==> config.mk <==
export PLATFORM = sky130hd
export DESIGN_NAME = id_ex_stage_flat
export DESIGN_NICKNAME = d
export VERILOG_FILES = /design/src/rtl/rv32i_packet.sv /design/src/rtl/id_ex_stage_if.sv /design/src/rtl/load_use_detect.sv /design/src/rtl/id_ex_stage.sv /design/src/flat_wrapper.sv
export SDC_FILE = /design/constraint.sdc
export NUM_CORES = 1
export LEC_CHECK = 0
export ABC_AREA = 1
export CORE_MARGIN = 1
export CORE_UTILIZATION = 39
export DETAILED_ROUTE_END_ITERATION = 8
export PLACE_DENSITY = 0.82
export SYNTH_ARGS = -nofsm -noshare
export SYNTH_HDL_FRONTEND = slang
export SYNTH_SLANG_ARGS = --single-unit
==> constraint.sdc <==
create_clock -name clk -period 1.6 [get_ports clk]
set_clock_uncertainty 0.15 [all_clocks]
set_input_delay 0.32 -clock clk [delete_from_list [all_inputs] [get_ports clk]]
set_output_delay 0.32 -clock clk [all_outputs]
set_load 0.005 [all_outputs]
==> src/rtl/rv32i_packet.sv <==
// Shared RV32I pipeline types: opcodes, control-ROM packet, ID/EX packet and its bubble value.
package rv32i_packet;

    typedef enum logic [6:0] {
        op_lui   = 7'b0110111,
        op_auipc = 7'b0010111,
        op_jal   = 7'b1101111,
        op_jalr  = 7'b1100111,
        op_br    = 7'b1100011,
        op_load  = 7'b0000011,
        op_store = 7'b0100011,
        op_imm   = 7'b0010011,
        op_reg   = 7'b0110011,
        op_csr   = 7'b1110011
    } rv32i_opcode;

    // Grouped by consuming stage: ex, mem, wb
    typedef struct packed {
        logic [3:0] aluop;
        logic       alumux1_sel;
        logic [2:0] alumux2_sel;
        logic [2:0] cmpop;
        logic       cmpmux_sel;
        logic       data_mem_read;
        logic       data_mem_write;
        logic [3:0] data_mem_byte_enable;
        logic       load_regfile;
        logic [3:0] regfilemux_sel;
    } rv32i_ctrl_packet_t;

    typedef struct packed {
        rv32i_ctrl_packet_t ctrl;
        rv32i_opcode        opcode;
        logic [31:0]        pc;
        logic [4:0]         rs1;
        logic [4:0]         rs2;
        logic [4:0]         rd;
        logic [31:0]        rs1_data;
        logic [31:0]        rs2_data;
        logic [31:0]        imm;
        logic [2:0]         funct3;
    } id_ex_packet_t;

    localparam id_ex_packet_t ID_EX_BUBBLE = '0;

endpackage

==> src/rtl/id_ex_stage_if.sv <==
// Decode-to-execute bundle: decode fields and downstream ready in, registered packet and stall out.
interface id_ex_stage_if;
    import rv32i_packet::*;

    logic               id_valid;
    rv32i_opcode        id_opcode;
    rv32i_ctrl_packet_t id_ctrl;
    logic [31:0]        id_pc;
    logic [4:0]         id_rs1;
    logic [4:0]         id_rs2;
    logic [4:0]         id_rd;
    logic [31:0]        id_rs1_data;
    logic [31:0]        id_rs2_data;
    logic [31:0]        id_imm;
    logic [2:0]         id_funct3;
    logic               ex_ready;
    logic               flush;
    id_ex_packet_t      ex_pkt;
    logic               ex_valid;
    logic               id_stall;

    modport master (
        output id_valid, id_opcode, id_ctrl, id_pc, id_rs1, id_rs2, id_rd,
               id_rs1_data, id_rs2_data, id_imm, id_funct3, ex_ready, flush,
        input  ex_pkt, ex_valid, id_stall
    );

    modport slave (
        input  id_valid, id_opcode, id_ctrl, id_pc, id_rs1, id_rs2, id_rd,
               id_rs1_data, id_rs2_data, id_imm, id_funct3, ex_ready, flush,
        output ex_pkt, ex_valid, id_stall
    );

endinterface

==> src/rtl/load_use_detect.sv <==
// Load-use hazard between the decode instruction and a load sitting in EX.
// Purely combinational; no latency, no backpressure of its own.
module load_use_detect
    import rv32i_packet::*;
(
    input  logic        id_valid,
    input  rv32i_opcode id_opcode,
    input  logic [4:0]  id_rs1,
    input  logic [4:0]  id_rs2,
    input  logic        ex_valid,
    input  logic        ex_mem_read,
    input  logic [4:0]  ex_rd,
    output logic        hazard
);

    logic uses_rs1;
    logic uses_rs2;

    // Opcodes without a real rs1/rs2 field carry garbage there; mask it out
    assign uses_rs1 = !(id_opcode inside {op_lui, op_auipc, op_jal});
    assign uses_rs2 = id_opcode inside {op_br, op_store, op_reg};

    assign hazard = ex_valid && ex_mem_read && (ex_rd != 5'd0) && id_valid &&
                    ((uses_rs1 && (id_rs1 == ex_rd)) || (uses_rs2 && (id_rs2 == ex_rd)));

endmodule

==> src/rtl/id_ex_stage.sv <==
// ID/EX pipeline register with load-use bubble insertion and saturating bubble counter.
// One-cycle latency; ex_ready low holds everything, id_stall is combinational back to IF/ID.
module id_ex_stage
    import rv32i_packet::*;
#(
    parameter int CNT_W = 32
) (
    input  logic             clk,
    input  logic             rst,
    id_ex_stage_if.slave     bus,
    output logic [CNT_W-1:0] bubble_cnt
);

    id_ex_packet_t pkt_q;
    id_ex_packet_t load_pkt;
    logic          valid_q;
    logic          hazard;

    load_use_detect u_load_use_detect (
        .id_valid    (bus.id_valid),
        .id_opcode   (bus.id_opcode),
        .id_rs1      (bus.id_rs1),
        .id_rs2      (bus.id_rs2),
        .ex_valid    (valid_q),
        .ex_mem_read (pkt_q.ctrl.data_mem_read),
        .ex_rd       (pkt_q.rd),
        .hazard      (hazard)
    );

    // Invalid decode slots become bubbles so no stray write enables leak downstream
    always_comb begin
        load_pkt = ID_EX_BUBBLE;
        if (bus.id_valid) begin
            load_pkt.ctrl     = bus.id_ctrl;
            load_pkt.opcode   = bus.id_opcode;
            load_pkt.pc       = bus.id_pc;
            load_pkt.rs1      = bus.id_rs1;
            load_pkt.rs2      = bus.id_rs2;
            load_pkt.rd       = bus.id_rd;
            load_pkt.rs1_data = bus.id_rs1_data;
            load_pkt.rs2_data = bus.id_rs2_data;
            load_pkt.imm      = bus.id_imm;
            load_pkt.funct3   = bus.id_funct3;
        end
    end

    always_ff @(posedge clk or negedge rst) begin
        if (!rst) begin
            pkt_q      <= ID_EX_BUBBLE;
            valid_q    <= 1'b0;
            bubble_cnt <= '0;
        end else if (bus.ex_ready) begin
            if (bus.flush) begin
                pkt_q   <= ID_EX_BUBBLE;
                valid_q <= 1'b0;
            end else if (hazard) begin
                pkt_q   <= ID_EX_BUBBLE;
                valid_q <= 1'b0;
                if (bubble_cnt != {CNT_W{1'b1}}) begin
                    bubble_cnt <= bubble_cnt + CNT_W'(1);
                end
            end else begin
                pkt_q   <= load_pkt;
                valid_q <= bus.id_valid;
            end
        end
    end

    assign bus.ex_pkt   = pkt_q;
    assign bus.ex_valid = valid_q;
    assign bus.id_stall = !bus.ex_ready || hazard;

endmodule
==> src/flat_wrapper.sv <==
// flat-port wrapper written by rule: the top's interface ports become plain ports
module id_ex_stage_flat import rv32i_packet::*;
#(
    parameter int CNT_W = 32
)
  (clk, rst, bubble_cnt, bus_id_valid, bus_id_opcode, bus_id_ctrl, bus_id_pc, bus_id_rs1, bus_id_rs2, bus_id_rd, bus_id_rs1_data, bus_id_rs2_data, bus_id_imm, bus_id_funct3, bus_ex_ready, bus_flush, bus_ex_pkt, bus_ex_valid, bus_id_stall);
  id_ex_stage_if bus_i ();
  input  logic clk;
  input  logic rst;
  output logic [CNT_W-1:0] bubble_cnt;
  input wire logic [$bits(bus_i.id_valid)-1:0] bus_id_valid;
  input wire logic [$bits(bus_i.id_opcode)-1:0] bus_id_opcode;
  input wire logic [$bits(bus_i.id_ctrl)-1:0] bus_id_ctrl;
  input wire logic [$bits(bus_i.id_pc)-1:0] bus_id_pc;
  input wire logic [$bits(bus_i.id_rs1)-1:0] bus_id_rs1;
  input wire logic [$bits(bus_i.id_rs2)-1:0] bus_id_rs2;
  input wire logic [$bits(bus_i.id_rd)-1:0] bus_id_rd;
  input wire logic [$bits(bus_i.id_rs1_data)-1:0] bus_id_rs1_data;
  input wire logic [$bits(bus_i.id_rs2_data)-1:0] bus_id_rs2_data;
  input wire logic [$bits(bus_i.id_imm)-1:0] bus_id_imm;
  input wire logic [$bits(bus_i.id_funct3)-1:0] bus_id_funct3;
  input wire logic [$bits(bus_i.ex_ready)-1:0] bus_ex_ready;
  input wire logic [$bits(bus_i.flush)-1:0] bus_flush;
  output wire logic [$bits(bus_i.ex_pkt)-1:0] bus_ex_pkt;
  output wire logic [$bits(bus_i.ex_valid)-1:0] bus_ex_valid;
  output wire logic [$bits(bus_i.id_stall)-1:0] bus_id_stall;
  assign bus_i.id_valid = bus_id_valid;
  assign bus_i.id_opcode = bus_id_opcode;
  assign bus_i.id_ctrl = bus_id_ctrl;
  assign bus_i.id_pc = bus_id_pc;
  assign bus_i.id_rs1 = bus_id_rs1;
  assign bus_i.id_rs2 = bus_id_rs2;
  assign bus_i.id_rd = bus_id_rd;
  assign bus_i.id_rs1_data = bus_id_rs1_data;
  assign bus_i.id_rs2_data = bus_id_rs2_data;
  assign bus_i.id_imm = bus_id_imm;
  assign bus_i.id_funct3 = bus_id_funct3;
  assign bus_i.ex_ready = bus_ex_ready;
  assign bus_i.flush = bus_flush;
  assign bus_ex_pkt = bus_i.ex_pkt;
  assign bus_ex_valid = bus_i.ex_valid;
  assign bus_id_stall = bus_i.id_stall;
  id_ex_stage #(.CNT_W(CNT_W)) u_core (.clk(clk), .rst(rst), .bus(bus_i), .bubble_cnt(bubble_cnt));
endmodule
==> metrics.md <==
| Metric | Value |
|---|---|
| Synthesized area | 9442 sq um |
| Run status | finished with violations |
| Post-detailed-routing wire length | 42.83 mm |
| Critical path's slowest cell | dfrtp_2 |
| Power density normalized to cell area | 698.1 nW/um^2 |
| Count of flip-flops with a built-in enable after synthesis | 0 |
| Synth cell types | 26 |
| Worst EP arrival | 2.57 ns |
| Share of post-route cells with drive strength above 1 | 0.3053 |
| Floorplan die width | 157.6 um |
| CTS tree | yes |
| Detailed Route Iter0 Violations | 796 |
| Count of antenna-violating nets left after detailed routing | 0 |
| Family with the most delay on the worst path | buffers and inverters |
| Worst Slack Setup Final | -0.7321 ns |
| Number of buffers on the longest clock path | 3 |
| Net count after synthesis | 1334 |
| Required time of the critical path | 1.84 ns |
| Global Route Usage Sum | 0.3143 |
| DP HPWL | 24.51 mm |
| Via-to-Cell Ratio | 5.338 |
| Hold WC Path Type | in2async |
| Starting density of the core | 0.3999 |
| Tcrit/Tclk final | 1.458 |
| Global-route track usage on met2 | 0.5392 |
| Height of the die | 157.6 um |
| Area overhead of the layout relative to synthesis | 96.48% |
| Maximum number of pins on one net before global-route repair | 82 |
| # rows | 56 |
| Layout net count | 1903 |
| Remaining max-slew budget at the tightest pin | 0.6757 |
| Routed wire per std cell | 20.81 um |
| Residual overflow from global routing | 0 |
| Type of element capturing the critical path | register |
| Met1 usage | 0.3663 |
| Clock latency on the worst-skew pair | 0.52 ns |
| Count of buffer and inverter cells on the critical path | 7 |
| Met3 capacity usage during global routing | 0.08295 |
| Worst reg2reg path depth | 16 |
| Final count of negative-setup-slack endpoints | 236 |
| Pins over their slew limit | 0 |
| Average instance area after synthesis | 8.196 sq um |
| Leakage Power | 11.35 nW |
| Busiest layer in global routing | met2 |
| Setup slack, reg-to-reg | -0.73 ns |
| Failing checks | negative setup slack |
| Worst path max stage delay | 0.45 ns |
| RSZ-0062 raised after global routing | yes |
| Number of hold-slack violations in the final timing report | 0 |
| Worst flop-to-flop path startpoint | u_core.bus.ex_pkt[99]$_DFFE_PN0P_ |
| Detailed-route via count | 10985 |
| Wire length of the first global-routing pass | 59.67 mm |
| Core area | 23610 sq um |
| Count of state elements after synthesis | 209 |
| Inserted Clock Buffers | 23 |
| Critical path class | reg2reg |
| Synth Warn # | 0 |
| Area occupied by registers | 5241 sq um |
| Most area-consuming cells after synthesis | dfrtp_1 55%, nand2_1 21%, nand3_1 9.3% |
| Clock edge transition at the registers on the reported setup and hold paths | 0.06 ns |
| Cell type with the largest total area after synthesis | dfrtp_1 |
| Remaining routing DRC violations | 0 |
| Post-synthesis sequential area ratio | 0.5539 |
| Count of clock tree sinks | 209 |
| Die area | 24830 sq um |
| Most used flip-flop cell after synthesis | dfrtp_1 |
| Area occupied by multi-input gates | 4951 sq um |
| Crit path cell chain | buf_6 > inv_4 > nand2_2 > nand2_2 > nand3_2 > nor2_1 > nand2_1 > nand2_2 > nand2_8 > buf_4 > buf_12 > buf_12 > buf_12 > buf_16 > nand3_2 > nand2_1 |
| Layout Utilization | 0.7856 |
| Share of flip-flops with an asynchronous set or reset after synthesis | 1.000 |
| Initial antenna violation count | 3 |
| Startpoint class of the critical path | register |
| Depth of the CTS H-tree | 1 |
| Overall Power | 12.95 mW |
| Number of fill cells | 1402 |
| Via count of the first global-routing pass | 10981 |
| Root buffer cell | clkbuf_16 |
| Port-buffer cells | 390 |
| Number of detailed-routing iterations run before antenna repair | 6 |
| Critical path peak fanout | 7 |
| Final worst path period need | 2.332 ns |
| Endpoint of the worst register-to-register path | u_core.bus.ex_pkt[156]$_DFFE_PN0P_ |
| Peak clock frequency supported by timing | 428.8 MHz |
| Slew at the pin with the worst max-slew slack | 0.4865 ns |
| Final weighted congestion in routability-driven placement | 0.9916 |
| Count of maximum capacitance violations | 0 |
| Proportion of netlist area held by the largest area contributor | 0.5539 |
| Peak supply drop | 0.0006402 V |
| Ports placed on the boundary | 391 |
| Synthesized netlist cell count | 1152 |
sequential cells by signal (all words and copies together) (netlist names):
register	cells
u_core.bus.ex_pkt	176
u_core.bus.ex_valid	1
u_core.bubble_cnt	32
repair_timing:
action	in CTS	in global routing
buffers inserted	55	34
pin swaps	35	28
hold buffers	1	0
gates resized for setup	306	309
hold endpoints to repair	209	0
setup endpoints to repair	419	418
gates cloned	28	1
cell type report:
class / count / area share
Timing Repair Buffer: 613 / 0.3849
Sequential cell: 209 / 0.2825
Multi-Input combinational cell: 855 / 0.2669
Clock buffer: 29 / 0.03332
Tap cell: 319 / 0.02152
Clock inverter: 11 / 0.006205
Inverter: 19 / 0.004249
Antenna cell: 3 / 0.0004047
stage by stage:
| stage | TNS (ns) | cells | worst slack, ns | hold WS [ns] | area [sq um] |
|---|---|---|---|---|---|
| after global routing | -144.39 | 2058 | -0.8247 | 0.1853 | 18550 |
| after detailed placement | -178.00 | 1914 | -1.080 | 0.1039 | 14970 |
| after CTS | -176.14 | 2034 | -0.7606 | 0.1769 | 17580 |
| final | -120.79 | 2058 | -0.7321 | 0.1633 | 18550 |
| after global placement | -178.35 | 1914 | -1.085 | 0.1128 | 14970 |
| after floorplan | -6.464 | 1152 | -0.07759 | -0.1256 | 9935 |
power by group:
part | switching [mW] | internal [mW]
clock network | 2.23 | 3.06
logic | 0.870 | 1.09
registers | 0.166 | 5.53
cells in the final DEF, fill, tap and decap left out, types with 2 or more instances in the layout:
| cell | instances |
|---|---|
| diode_2 | 3 |
| nand2_1 | 497 |
| nand3_1 | 12 |
| buf_6 | 74 |
| buf_2 | 4 |
| nand4_1 | 33 |
| dfrtp_2 | 9 |
| inv_2 | 3 |
| clkbuf_16 | 24 |
| dlymetal6s2s_1 | 169 |
| clkbuf_2 | 7 |
| nand3_4 | 27 |
| o21ai_2 | 6 |
| buf_12 | 34 |
| nor2_1 | 57 |
| clkbuf_1 | 4 |
| nor3_1 | 3 |
| xor2_1 | 12 |
| nand2_8 | 2 |
| dfrtp_1 | 200 |
| inv_1 | 14 |
| xnor2_1 | 10 |
| nor2_2 | 4 |
| clkbuf_8 | 2 |
| buf_4 | 116 |
| clkinv_4 | 2 |
| clkdlybuf4s50_1 | 179 |
| o21ai_1 | 2 |
| bufinv_16 | 2 |
| clkinv_2 | 6 |
| buf_16 | 27 |
| nand3_2 | 139 |
| nand2_2 | 31 |
| nand2_4 | 2 |
| nand3b_1 | 13 |
synthesized netlist by cell type (3+ instances only):
library cell	count
buf_1	9
buf_2	26
buf_6	12
clkbuf_1	21
dfrtp_1	209
inv_1	15
inv_2	4
nand2_1	529
nand3_1	176
nand3b_1	13
nand4_1	33
nor2_1	59
nor3_1	3
o21ai_1	6
xnor2_1	11
xor2_1	12
how the worst max path moves through the flow:
stage                                       from                                  to  slack, ns  depth (start not counted)
6_report       u_core.bus.ex_pkt[99]$_DFFE_PN0P_  u_core.bus.ex_pkt[156]$_DFFE_PN0P_      -0.73                         16
5_1_grt        u_core.bus.ex_pkt[99]$_DFFE_PN0P_  u_core.bus.ex_pkt[156]$_DFFE_PN0P_      -0.82                         16
4_1_cts        u_core.bus.ex_pkt[99]$_DFFE_PN0P_                        bus_id_stall      -0.76                         11
3_5_place_dp                    bus_id_opcode[5]                        bus_id_stall      -1.08                         10
3_3_place_gp                    bus_id_opcode[5]                        bus_id_stall      -1.09                         10
2_1_floorplan   u_core.bubble_cnt[1]$_DFFE_PN0P_    u_core.bubble_cnt[2]$_DFFE_PN0P_      -0.08                         10
layer usage:
layer / vias up / wire [um]
met1: 5329 / 15000
met3: 167 / 3853
li1: 4856 / -
met2: 633 / 21770
met4: 0 / 2208
met5: - / 0
cells by family after synthesis:
logic type / after synthesis / share of synthesized area
AND/OR/NAND/NOR: 822 / 0.3699
flip-flops: 209 / 0.5539
buffers and inverters: 88 / 0.04837
XOR/XNOR: 23 / 0.02134
AO/OA/AOI/OAI: 9 / 0.005169
adder cells (fa/ha/maj): 1 / 0.001325
(Power assumes the default switching activity.)
